--- config.mk ---
export PLATFORM = sky130hd
export DESIGN_NAME = pal_macrocell_array
export DESIGN_NICKNAME = d
export VERILOG_FILES = /design/src/rtl/pal_macrocell_array.sv
export SDC_FILE = /design/constraint.sdc
export NUM_CORES = 1
export LEC_CHECK = 0
export CAP_MARGIN = 10
export CORE_MARGIN = 10
export CORE_UTILIZATION = 50
export DETAILED_ROUTE_END_ITERATION = 8
export GPL_TIMING_DRIVEN = 0
export MAX_ROUTING_LAYER = met4
export PLACE_DENSITY = 0.71
export SETUP_SLACK_MARGIN = 0.1
export SLEW_MARGIN = 0
export SYNTH_ARGS = -nofsm -noshare
export SYNTH_HDL_FRONTEND = slang
export SYNTH_SLANG_ARGS = --single-unit
--- constraint.sdc ---
create_clock -name i_clk -period 2.5 [get_ports i_clk]
set_clock_uncertainty 0.2 [all_clocks]
set_input_delay 0.5 -clock i_clk [delete_from_list [all_inputs] [get_ports i_clk]]
set_output_delay 0.5 -clock i_clk [all_outputs]
set_load 0.01 [all_outputs]
--- src/rtl/pal_macrocell_array.sv ---
// Reconfigurable PAL fabric: programmable AND plane, OR plane and per-output
// macrocells (combinational or registered, optional inversion), with optional
// register feedback into the AND plane. Configuration is shifted serially into
// a shadow register and copied to the active register by an atomic commit.
module pal_macrocell_array #(
    parameter int unsigned N        = 8,
    parameter int unsigned M        = 4,
    parameter int unsigned P        = 16,
    parameter int unsigned FEEDBACK = 0
) (
    input  logic         i_clk,
    input  logic         i_res,
    input  logic [N-1:0] i_in,
    output logic [M-1:0] o_out,
    input  logic         i_run_en,
    input  logic         i_cfg_valid,
    input  logic         i_cfg_in,
    input  logic         i_cfg_commit,
    output logic         o_cfg_out,
    output logic         o_configured,
    output logic         o_cfg_err
);

    // Literal count seen by the AND plane (primary inputs plus optional feedback)
    localparam int unsigned NI       = N + ((FEEDBACK != 0) ? M : 0);
    localparam int unsigned CFG_BITS = 2 * NI * P + M * P + 2 * M;
    localparam int unsigned A_BASE   = 2 * NI * P;
    localparam int unsigned B_BASE   = A_BASE + M * P;
    localparam int unsigned CNT_W    = $clog2(CFG_BITS + 1);

    localparam logic [CNT_W-1:0] CNT_FULL = CNT_W'(CFG_BITS);
    localparam logic [CNT_W-1:0] CNT_ONE  = CNT_W'(1);

    typedef enum logic {
        StUncfg,
        StRun
    } state_e;

    state_e               r_state;
    state_e               w_state_next;

    logic [CFG_BITS-1:0]  r_shadow;
    logic [CFG_BITS-1:0]  r_active;
    logic [CNT_W-1:0]     r_bit_cnt;
    logic                 r_ovf;
    logic [M-1:0]         r_q;
    logic                 r_configured;
    logic                 r_cfg_err;

    logic [NI-1:0]        w_lit;
    logic [P-1:0]         w_pt;
    logic [M-1:0]         w_sum;
    logic [M-1:0]         w_c;
    logic [M-1:0]         w_reg_en;
    logic [M-1:0]         w_invert;
    logic                 w_commit_ok;
    logic                 w_commit_rej;

    // ------------------------------------------------------------------
    // Literal vector: {q, in} with feedback, otherwise just the inputs
    // ------------------------------------------------------------------
    if (FEEDBACK != 0) begin : g_fb
        assign w_lit = {r_q, i_in};
    end else begin : g_nofb
        assign w_lit = i_in;
    end

    // ------------------------------------------------------------------
    // AND plane: each term is the AND of its enabled literals; a term with
    // no enabled literal is forced to 0 rather than the empty-AND 1.
    // ------------------------------------------------------------------
    for (genvar p = 0; p < P; p++) begin : g_pt
        logic [NI-1:0] w_en_t;
        logic [NI-1:0] w_en_c;

        for (genvar i = 0; i < NI; i++) begin : g_lit
            assign w_en_t[i] = r_active[p * 2 * NI + 2 * i];
            assign w_en_c[i] = r_active[p * 2 * NI + 2 * i + 1];
        end

        assign w_pt[p] = (|(w_en_t | w_en_c))
                       & (&((~w_en_t | w_lit) & (~w_en_c | ~w_lit)));
    end

    // ------------------------------------------------------------------
    // OR plane and macrocell configuration decode
    // ------------------------------------------------------------------
    for (genvar m = 0; m < M; m++) begin : g_mc
        assign w_sum[m]    = |(w_pt & r_active[A_BASE + m * P +: P]);
        assign w_reg_en[m] = r_active[B_BASE + 2 * m];
        assign w_invert[m] = r_active[B_BASE + 2 * m + 1];
    end

    assign w_c = w_sum ^ w_invert;

    // Commit decisions use the pre-shift count of this cycle
    assign w_commit_ok  = i_cfg_commit && (r_bit_cnt == CNT_FULL) && !r_ovf;
    assign w_commit_rej = i_cfg_commit && !w_commit_ok;

    // ------------------------------------------------------------------
    // FSM
    // ------------------------------------------------------------------

    // State register
    always_ff @(posedge i_clk) begin
        if (i_res) begin
            r_state <= StUncfg;
        end else begin
            r_state <= w_state_next;
        end
    end

    // Next state: any accepted commit enters RUN; nothing leaves it except reset
    always_comb begin
        w_state_next = r_state;
        unique case (r_state)
            StUncfg: if (w_commit_ok) w_state_next = StRun;
            StRun:   w_state_next = StRun;
            default: w_state_next = StUncfg;
        endcase
    end

    // Outputs: forced low until configured, otherwise per-macrocell select
    always_comb begin
        o_out = '0;
        if (r_state == StRun) begin
            o_out = (w_reg_en & r_q) | (~w_reg_en & w_c);
        end
    end

    // ------------------------------------------------------------------
    // Configuration path
    // ------------------------------------------------------------------

    // Shadow shift register; untouched by commit
    always_ff @(posedge i_clk) begin
        if (i_res) begin
            r_shadow <= '0;
        end else if (i_cfg_valid) begin
            r_shadow <= {r_shadow[CFG_BITS-2:0], i_cfg_in};
        end
    end

    // Bit counter and overflow flag; a shift coinciding with a commit is
    // counted as the first bit of the next load
    always_ff @(posedge i_clk) begin
        if (i_res) begin
            r_bit_cnt <= '0;
            r_ovf     <= 1'b0;
        end else if (i_cfg_commit) begin
            r_bit_cnt <= i_cfg_valid ? CNT_ONE : '0;
            r_ovf     <= 1'b0;
        end else if (i_cfg_valid) begin
            if (r_bit_cnt == CNT_FULL) begin
                r_ovf <= 1'b1;
            end else begin
                r_bit_cnt <= r_bit_cnt + CNT_ONE;
            end
        end
    end

    // Active configuration is loaded only by an accepted commit
    always_ff @(posedge i_clk) begin
        if (i_res) begin
            r_active <= '0;
        end else if (w_commit_ok) begin
            r_active <= r_shadow;
        end
    end

    // Status flags: sticky configured, one-cycle error pulse on rejection
    always_ff @(posedge i_clk) begin
        if (i_res) begin
            r_configured <= 1'b0;
            r_cfg_err    <= 1'b0;
        end else begin
            if (w_commit_ok) begin
                r_configured <= 1'b1;
            end
            r_cfg_err <= w_commit_rej;
        end
    end

    // ------------------------------------------------------------------
    // Macrocell registers
    // ------------------------------------------------------------------

    // Cleared on commit, held at 0 until RUN, then gated by run_en
    always_ff @(posedge i_clk) begin
        if (i_res) begin
            r_q <= '0;
        end else if (w_commit_ok) begin
            r_q <= '0;
        end else if ((r_state == StRun) && i_run_en) begin
            r_q <= w_c;
        end
    end

    assign o_cfg_out    = r_shadow[CFG_BITS-1];
    assign o_configured = r_configured;
    assign o_cfg_err    = r_cfg_err;

endmodule

==> results of run 1 <==
-- Yosys cell counts (5+ instances only) --
cell type                  number  area (um^2)
sky130_fd_sc_hd__nor3_1        11         55.1
sky130_fd_sc_hd__clkbuf_1     110          413
sky130_fd_sc_hd__dfxtp_1      673        13500
sky130_fd_sc_hd__nand3_1       22          110
sky130_fd_sc_hd__and4_1        12          105
sky130_fd_sc_hd__nand4_1       41          257
sky130_fd_sc_hd__a22oi_1       11         82.6
sky130_fd_sc_hd__buf_2          7         35.0
sky130_fd_sc_hd__nor4_1        64          400
sky130_fd_sc_hd__nand2_1      666         2500
sky130_fd_sc_hd__a21oi_1      332         1660
sky130_fd_sc_hd__o21ai_0        6         30.0
sky130_fd_sc_hd__nor2_1       350         1310
sky130_fd_sc_hd__mux2i_1      457         4570
sky130_fd_sc_hd__inv_1          9         33.8
sky130_fd_sc_hd__and3_1         5         31.3
sky130_fd_sc_hd__buf_1         39          146
sky130_fd_sc_hd__xor2_1         6         52.6
sky130_fd_sc_hd__buf_6          5         56.3
sky130_fd_sc_hd__nor4b_1       18          158
sky130_fd_sc_hd__buf_4         36          270
-- repair_timing --
action | in CTS | in global routing
setup endpoints to repair | 348 | 536
gates resized for setup | 436 | 818
setup buffers | 61 | 17
hold buffers | 0 | 0
pin swaps | 141 | 426
cloned | 33 | 7
-- through the flow --
stage               setup slack, ns  util, %  instance area, um^2
floorplan                    -0.155        -                26400
global placement              -1.92     52.3                27400
detailed placement            -1.74     52.3                27400
CTS                           -1.10     62.6                32800
global route                  -1.26     68.0                35600
finish                        -1.19     68.0                35600
-- layer usage --
layer,track usage [%],vias up,routed length (um)
met5,-,-,0
met4,8.12,0,3630
met3,3.83,270,5020
met2,37.8,798,38900
met1,28.8,11100,32900
li1,-,10400,-
-- cells by family (layout without fill, tap and decap cells) --
| group | count (synthesis) | after routing | share of synthesized area (%) |
|---|---|---|---|
| buffers and inverters | 211 | 448 | 3.93 |
| DFF | 673 | 673 | 51.2 |
| AOI/OAI and AO/OA | 372 | 372 | 7.52 |
| adders and majority gates | 2 | 2 | 0.0951 |
| muxes | 457 | 457 | 17.4 |
| xor gates and xnor gates | 6 | 6 | 0.200 |
| and+or+nand+nor | 1215 | 1215 | 19.6 |
-- worst max-delay path, delay by kind of cell --
kind | cells | cell delay (ns)
and+or+nand+nor | 3 | 1.03
buffers and inverters | 3 | 0.62
AOI/OAI and AO/OA | 3 | 0.56
muxes | 1 | 0.25
-- registers in the layout, summed over array words and instances, names as in the netlist --
signal        count
r_state           1
r_q               4
o_configured      1
o_cfg_err         1
r_active        328
r_bit_cnt         9
r_ovf             1
r_shadow        328
-- where the power goes --
group | switching (mW) | total [mW] | internal [mW]
registers | 0.00384 | 10.7 | 10.7
logic | 0.525 | 0.758 | 0.233
clock network | 4.40 | 10.9 | 6.49
total | 4.93 | 22.4 | 17.4
-- worst paths after layout --
| path | startpoint | endpoint | slack [ns] | depth (start not counted) |
|---|---|---|---|---|
| max reg2reg | r_bit_cnt[0]$_SDFFE_PP0P_ | r_active[281]$_SDFFE_PP0P_ | -0.17 | 14 |
| min | r_shadow[106]$_SDFFE_PP0P_ | r_active[106]$_SDFFE_PP0P_ | 0.26 | 2 |
| min reg2reg | r_shadow[106]$_SDFFE_PP0P_ | r_active[106]$_SDFFE_PP0P_ | 0.26 | 2 |
| max | i_in[2] | o_out[2] | -1.19 | 10 |
-- final cells by class --
| type | count | area, um^2 |
|---|---|---|
| plain buffers | 202 | 1550 |
| fillers | 3538 | 16700 |
| flip-flops and latches | 673 | 13500 |
| inverters | 9 | 33.8 |
| repair buffers | 111 | 1670 |
| clock buffers | 97 | 2020 |
| clock inverters | 29 | 364 |
| well taps | 688 | 861 |
| multi-input cells | 2052 | 15600 |
==> impl_summary.txt, run 1 <==
----------------------------------------------------
[Outcome]
  Result of the run ... finished with violations
  Failing checks ... setup timing

[Yosys]
  Number of distinct library cells after synthesis ... 48
  Synth Register Bits ... 673
  Count of flip-flops with a built-in enable after synthesis ... 0
  Prevailing post-synth register cell ... sky130_fd_sc_hd__dfxtp_1
  YS warnings ... 0
  Cell count after synthesis ... 2,936
  Post-Syn Nets ... 2,952
  Mapped cell area ... 26,300 um^2
  Async set or reset register ratio after synthesis ... 0%
  Avg Inst Size Synth ... 8.96 um^2
  Part of the Yosys area used for sequential elements ... 51.2%

[Timing]
  Final count of negative-setup-slack endpoints ... 241
  Unrepaired setup endpoints after global routing ... yes
  Slew Viols, Final ... 0
  Sum of negative setup slack ... -17.36 ns
  Max_slew headroom ... 37.6%
  Highest achievable clock rate ... 271 MHz
  Final setup slack of the worst path ... -1.19 ns
  Final hold violation count ... 0
  Post-layout minimum cycle time ... 3.69 ns
  Fin Hold WS ... 0.263 ns
  Portion of the clock cycle consumed by the worst path in the final layout ... 148%
  Slew at the pin with the worst max-slew slack ... 0.935 ns

[Final layout]
  Number of inserted diodes ... 0
  Non-Filler Instances ... 3,861
  Number of nets in the layout ... 3,135
  Layout cell share with drive strength beyond 1 ... 31.9%
  Most common cell after layout, fill and taps aside ... sky130_fd_sc_hd__dfxtp_1
  Commonest cells after routing, fill and taps aside ... sky130_fd_sc_hd__dfxtp_1, sky130_fd_sc_hd__mux2i_1, sky130_fd_sc_hd__nand2_1, sky130_fd_sc_hd__nor2_1, sky130_fd_sc_hd__a21oi_2
  Syn-to-layout area delta ... 35.3%

[Placement]
  Buffers added on ports ... 10
  Total instance count after detailed placement ... between 3,000 and 4,000
  Final RePlAce weighted congestion ... 0.898
  Detailed placement HPWL ... roughly 46 mm

[Global route]
  Overall routing resource usage ... 23.2%
  Antenna violations before repair ... 0
  Largest net degree at the start of global routing ... 15
  Wire length of the first global-routing pass ... 115 mm
  Via count of the first global-routing pass ... 21,300
  Total grt overflow ... 0

[Worst hold path]
  Min-Delay Path Class ... flip-flop to flip-flop

[Die]
  Rows ... 84
  Area of the placeable core ... 52,300 um^2
  Overall die width ... ~250 um
  Starting density of the core ... 50.3%
  IO Pins ... 21
  Area of the die ... 62,200 um^2
  Overall die height ... 249 um

[Worst setup path]
  Crit path max-delay cell type ... sky130_fd_sc_hd__nor2_1
  Delay contributed by the slowest stage of the critical path ... 0.54 ns
  Element type at the critical path end ... output pin
  Top cell by count, worst path ... sky130_fd_sc_hd__buf_8
  Data required, critical path ... between 1.5 and 2 ns
  Data arrival at the endpoint of the critical path ... about 3 ns
  Type of origin of the critical path ... primary input
  Worst setup path class ... primary input to output pin
  CP Max Fanout ... 10
  Chain of cells forming the critical path ... buf_8, buf_8, mux2i_1, nand4_1, nor2_1, nand2_1, o2111ai_2, o211ai_1, o311ai_2, buf_2

[Clocking]
  Root buffer selected by CTS ... sky130_fd_sc_hd__clkbuf_16
  Largest buffer count on any clock path ... 3
  CTS tree ... yes
  Clock sink count ... 673
  CTS clock-pin slew for the worst setup and hold paths ... 0.07 ns
  CTS H-tree depth ... 3
  Cts bufs inserted ... 70
  Clock Latency Late Sink ... 0.62 ns

[Power and ir drop]
  Largest vdd supply drop ... 0.000638 V
  Static Leak ... ~17 nW
  Total chip power ... roughly 22 mW
  P per Cell Area ... between 600 and 700 nW/um^2

[Routing]
  Routed length per instance ... 20.8 um
  Total routed wirelength ... 80.4 mm
  DRC marker count from the first detailed-route iteration ... 1,767
  Via total after detailed routing ... 22,500
  Number of DRC violations after detailed routing ... 0
  Post-route antenna net violation count ... 0
  Router iterations before antenna repair ... 5
  Via-to-Cell Ratio ... 5.84

[Flow run]
  Number of max-capacitance violations reported ... 0

----------------------------------------------------
(Power assumes the default switching activity.)
==> run 2: changes to the inputs <==
- CELL_PAD_IN_SITES_DETAIL_PLACEMENT: default -> 1
- CELL_PAD_IN_SITES_GLOBAL_PLACEMENT: default -> 1
- CORE_UTILIZATION: 50 -> 44
- CTS_BUF_LIST: default -> sky130_fd_sc_hd__clkbuf_16
- CTS_CLUSTER_SIZE: default -> 24
- PLACE_DENSITY: 0.71 -> 0.78
==> impl_summary.txt, run 2 (synthesized netlist as in run 1, its figures left out) <==
----------------------------------------------------
[Routing]
  Via total after detailed routing ... 23,600 (was 22,500)
  Router iterations before antenna repair ... 5 (unchanged)
  Via-to-Cell Ratio ... 5.98 (was 5.84)
  DRC marker count from the first detailed-route iteration ... 1,875 (was 1,767)
  Routed length per instance ... 26.6 um (was 20.8 um)
  Post-route antenna net violation count ... 0 (unchanged)
  Number of DRC violations after detailed routing ... 0 (unchanged)
  Total routed wirelength ... 105 mm (was 80.4 mm)

[Final layout]
  Sequential cell area ... 13,500 um^2 (about the same)
  Most common cell after layout, fill and taps aside ... sky130_fd_sc_hd__dfxtp_1 (unchanged)
  Commonest cells after routing, fill and taps aside ... sky130_fd_sc_hd__dfxtp_1, sky130_fd_sc_hd__mux2i_1, sky130_fd_sc_hd__nand2_1, sky130_fd_sc_hd__nor2_1, sky130_fd_sc_hd__a21oi_2 (unchanged)
  Filler cell count ... 6,206 (was 3,538)
  Summed area of non-filler cells in the final layout ... 35,200 um^2 (was 35,600 um^2)
  Number of nets in the layout ... 3,137 (was 3,135)
  Syn-to-layout area delta ... 33.7% (was 35.3%)
  Layout cell share with drive strength beyond 1 ... 28.3% (was 31.9%)
  Registers with the most flip-flops ... r_active: 328 flops, r_shadow: 328 flops, r_bit_cnt: 9 flops (unchanged)
  Non-Filler Instances ... 3,950 (was 3,861)
  Total area of multi-input combinational cells ... 15,100 um^2 (was 15,600 um^2)

[Worst setup path]
  Delay contributed by the slowest stage of the critical path ... 0.90 ns (was 0.54 ns)
  Type of origin of the critical path ... flip-flop (was primary input)
  Chain of cells forming the critical path ... mux2i_1, nand4_1, nor4b_1, a2111oi_4, nand3_2, o211ai_1, o311ai_2, buf_2 (was buf_8, buf_8, mux2i_1, nand4_1, nor2_1, nand2_1, o2111ai_2, o211ai_1, o311ai_2, buf_2)
  Reg2reg setup slack ... -0.28 ns (was -0.17 ns)
  CP Max Fanout ... 4 (was 10)
  Reg2Reg Launch Point ... r_active[171]$_SDFFE_PP0P_ (was r_bit_cnt[0]$_SDFFE_PP0P_)
  Capture point of the worst reg-to-reg path ... r_q[3]$_SDFFE_PP0P_ (was r_active[281]$_SDFFE_PP0P_)
  Data arrival at the endpoint of the critical path ... 3.34 ns (was 2.99 ns)
  Crit path buf inv count ... 1 (was 3)
  Worst setup path class ... flip-flop to output pin (was primary input to output pin)
  Data required, critical path ... 1.80 ns (about the same)
  Top delay family on crit path ... simple AND/OR/NAND/NOR gates (unchanged)
  Element type at the critical path end ... output pin (unchanged)
  Crit path max-delay cell type ... sky130_fd_sc_hd__nor4b_1 (was sky130_fd_sc_hd__nor2_1)
  FF-to-FF path depth ... 7 (was 14)

[Flow run]
  Number of max-capacitance violations reported ... 0 (unchanged)

[Clocking]
  Root buffer selected by CTS ... sky130_fd_sc_hd__clkbuf_16 (unchanged)
  CTS H-tree depth ... 3 (unchanged)
  Clock Latency Late Sink ... 0.63 ns (was 0.62 ns)
  Clock sink count ... 673 (unchanged)
  Largest buffer count on any clock path ... 3 (unchanged)
  Count of hold-fix buffers inserted at cts ... 0 (unchanged)
  Cts bufs inserted ... 71 (was 70)
  CTS tree ... yes (unchanged)
  CTS clock-pin slew for the worst setup and hold paths ... 0.07 ns (about the same)

[Die]
  Area of the die ... 70,000 um^2 (was 62,200 um^2)
  Overall die width ... 265 um (was 249 um)
  Overall die height ... 265 um (was 249 um)
  Rows ... 89 (was 84)
  Starting density of the core ... 44.5% (was 50.3%)
  Area of the placeable core ... 59,100 um^2 (was 52,300 um^2)
  IO Pins ... 21 (unchanged)

[Global route]
  Via count of the first global-routing pass ... 23,900 (was 21,300)
  Largest net degree at the start of global routing ... 14 (was 15)
  Total grt overflow ... 0 (unchanged)
  Overall routing resource usage ... 24.6% (was 23.2%)
  Antenna violations before repair ... 3 (was 0)
  Wire length of the first global-routing pass ... 135 mm (was 115 mm)

[Power and ir drop]
  Static Leak ... 16.2 nW (was 17.0 nW)
  Switching fraction of total power ... 24.2% (was 22.0%)
  Part of the power in combinational logic ... 3.7% (was 3.4%)
  Largest vdd supply drop ... 0.000509 V (was 0.000638 V)
  P per Cell Area ... 613 nW/um^2 (was 628 nW/um^2)
  Clock network power share ... 46.5% (was 48.7%)
  Net switching power figure ... 5.21 mW (was 4.93 mW)
  Cell-internal power ... 16.3 mW (was 17.4 mW)
  Total chip power ... 21.6 mW (was 22.4 mW)
  Part of the power in registers ... 49.8% (was 48.0%)

[Timing]
  Fin Hold WS ... 0.265 ns (was 0.263 ns)
  Final setup slack of the worst path ... -1.54 ns (was -1.19 ns)
  Final count of negative-setup-slack endpoints ... 357 (was 241)
  Unrepaired setup endpoints after global routing ... yes (unchanged)
  Slew at the pin with the worst max-slew slack ... 1.12 ns (was 0.935 ns)
  Slew Viols, Final ... 0 (unchanged)
  Final hold violation count ... 0 (unchanged)
  Highest achievable clock rate ... 247 MHz (was 271 MHz)
  Portion of the clock cycle consumed by the worst path in the final layout ... 162% (was 148%)
  Max_slew headroom ... 25.2% (was 37.6%)
  Post-layout minimum cycle time ... 4.04 ns (was 3.69 ns)

[Worst hold path]
  Terminating pin of the worst hold path ... r_active[299]$_SDFFE_PP0P_ (was r_active[106]$_SDFFE_PP0P_)
  Hold path cells ... 2 (unchanged)
  Min-Delay Path Class ... flip-flop to flip-flop (unchanged)
  Min-delay src ... r_active[299]$_SDFFE_PP0P_ (was r_shadow[106]$_SDFFE_PP0P_)

[Placement]
  Total instance count after detailed placement ... 3,720 (was 3,635)
  Worst Setup Slack post-DPL ... -1.87 ns (was -1.74 ns)
  Buffers added on ports ... 10 (unchanged)
  Detailed placement HPWL ... 52.6 mm (was 45.6 mm)
  Final RePlAce weighted congestion ... 0.843 (was 0.898)
  Instance area after placement ... 27,500 um^2 (was 27,400 um^2)

[Outcome]
  Failing checks ... setup timing (unchanged)
  Result of the run ... finished with violations (unchanged)

----------------------------------------------------
[run 2: cell types whose count changed in the layout (fill, tap and decap cells not counted), moves of 12 or more]
cell,delta
sky130_fd_sc_hd__a21oi_1,+37
sky130_fd_sc_hd__a21oi_2,-38
sky130_fd_sc_hd__buf_12,-12
sky130_fd_sc_hd__clkbuf_1,-14
sky130_fd_sc_hd__clkbuf_2,-18
sky130_fd_sc_hd__clkinv_1,+18
sky130_fd_sc_hd__inv_1,+18
sky130_fd_sc_hd__nand2_1,+49
sky130_fd_sc_hd__nand2_4,-45
[run 2: worst max path at each step]
stage | start | to | slack (ns) | cells past startpoint
finish | r_active[171]$_SDFFE_PP0P_ | o_out[3] | -1.54 | 8
global placement | i_in[0] | o_out[1] | -1.86 | 9
floorplan | i_in[5] | o_out[2] | -0.15 | 9
global route | r_active[171]$_SDFFE_PP0P_ | o_out[3] | -1.48 | 8
detailed placement | i_in[0] | o_out[1] | -1.87 | 10
CTS | r_active[199]$_SDFFE_PP0P_ | o_out[1] | -1.10 | 10
[run 2: stage by stage]
stage | utilization [%] | setup TNS, ns
after floorplan | - | -0.565
after global placement | 46.5 | -372.02
after detailed placement | 46.5 | -387.08
after CTS | 54.7 | -35.82
after global routing | 59.5 | -55.45
final | 59.5 | -32.19
[run 2: power groups by stage]
stage,clock network (mW),registers (mW),logic [mW]
detailed placement,0,11.0,0.706
finish,10.0,10.7,0.803
CTS,9.89,10.7,0.725
floorplan,0,11.0,0.492
global placement,0,11.0,0.693
global route,10.5,10.7,0.823
[run 2: final cells by class]
type | instances | area share (%)
repair buffers | 113 | 5.14
clock inverters | 52 | 0.733
diodes | 4 | 0.0285
inverters | 9 | 0.0961
plain buffers | 201 | 4.56
clock buffers | 73 | 5.20
flip-flops and latches | 673 | 38.4
multi-input cells | 2052 | 43.1
well taps | 773 | 2.75
[run 2: layer usage]
layer | GRT usage [%] | wire length [um] | vias up
met2 | 41.4 | 50800 | 935
met4 | 11.0 | 7210 | 0
met1 | 28.8 | 40600 | 11900
li1 | - | - | 10400
met3 | 3.92 | 6580 | 441
met5 | - | 0 | -
[run 2: tightest hold or removal path, stage by stage, from the launching register on]
cell and delay, ns:
sky130_fd_sc_hd__dfxtp_1 0.31, sky130_fd_sc_hd__nand2_1 0.07, sky130_fd_sc_hd__a21oi_2 0.05
[run 2: repair_timing]
item / 4_1_cts / 5_1_grt
setup endpoints to repair: 560 / 549
buffers inserted: 45 / 22
cloned: 29 / 14
resized for setup: 457 / 707
pin swaps: 121 / 310
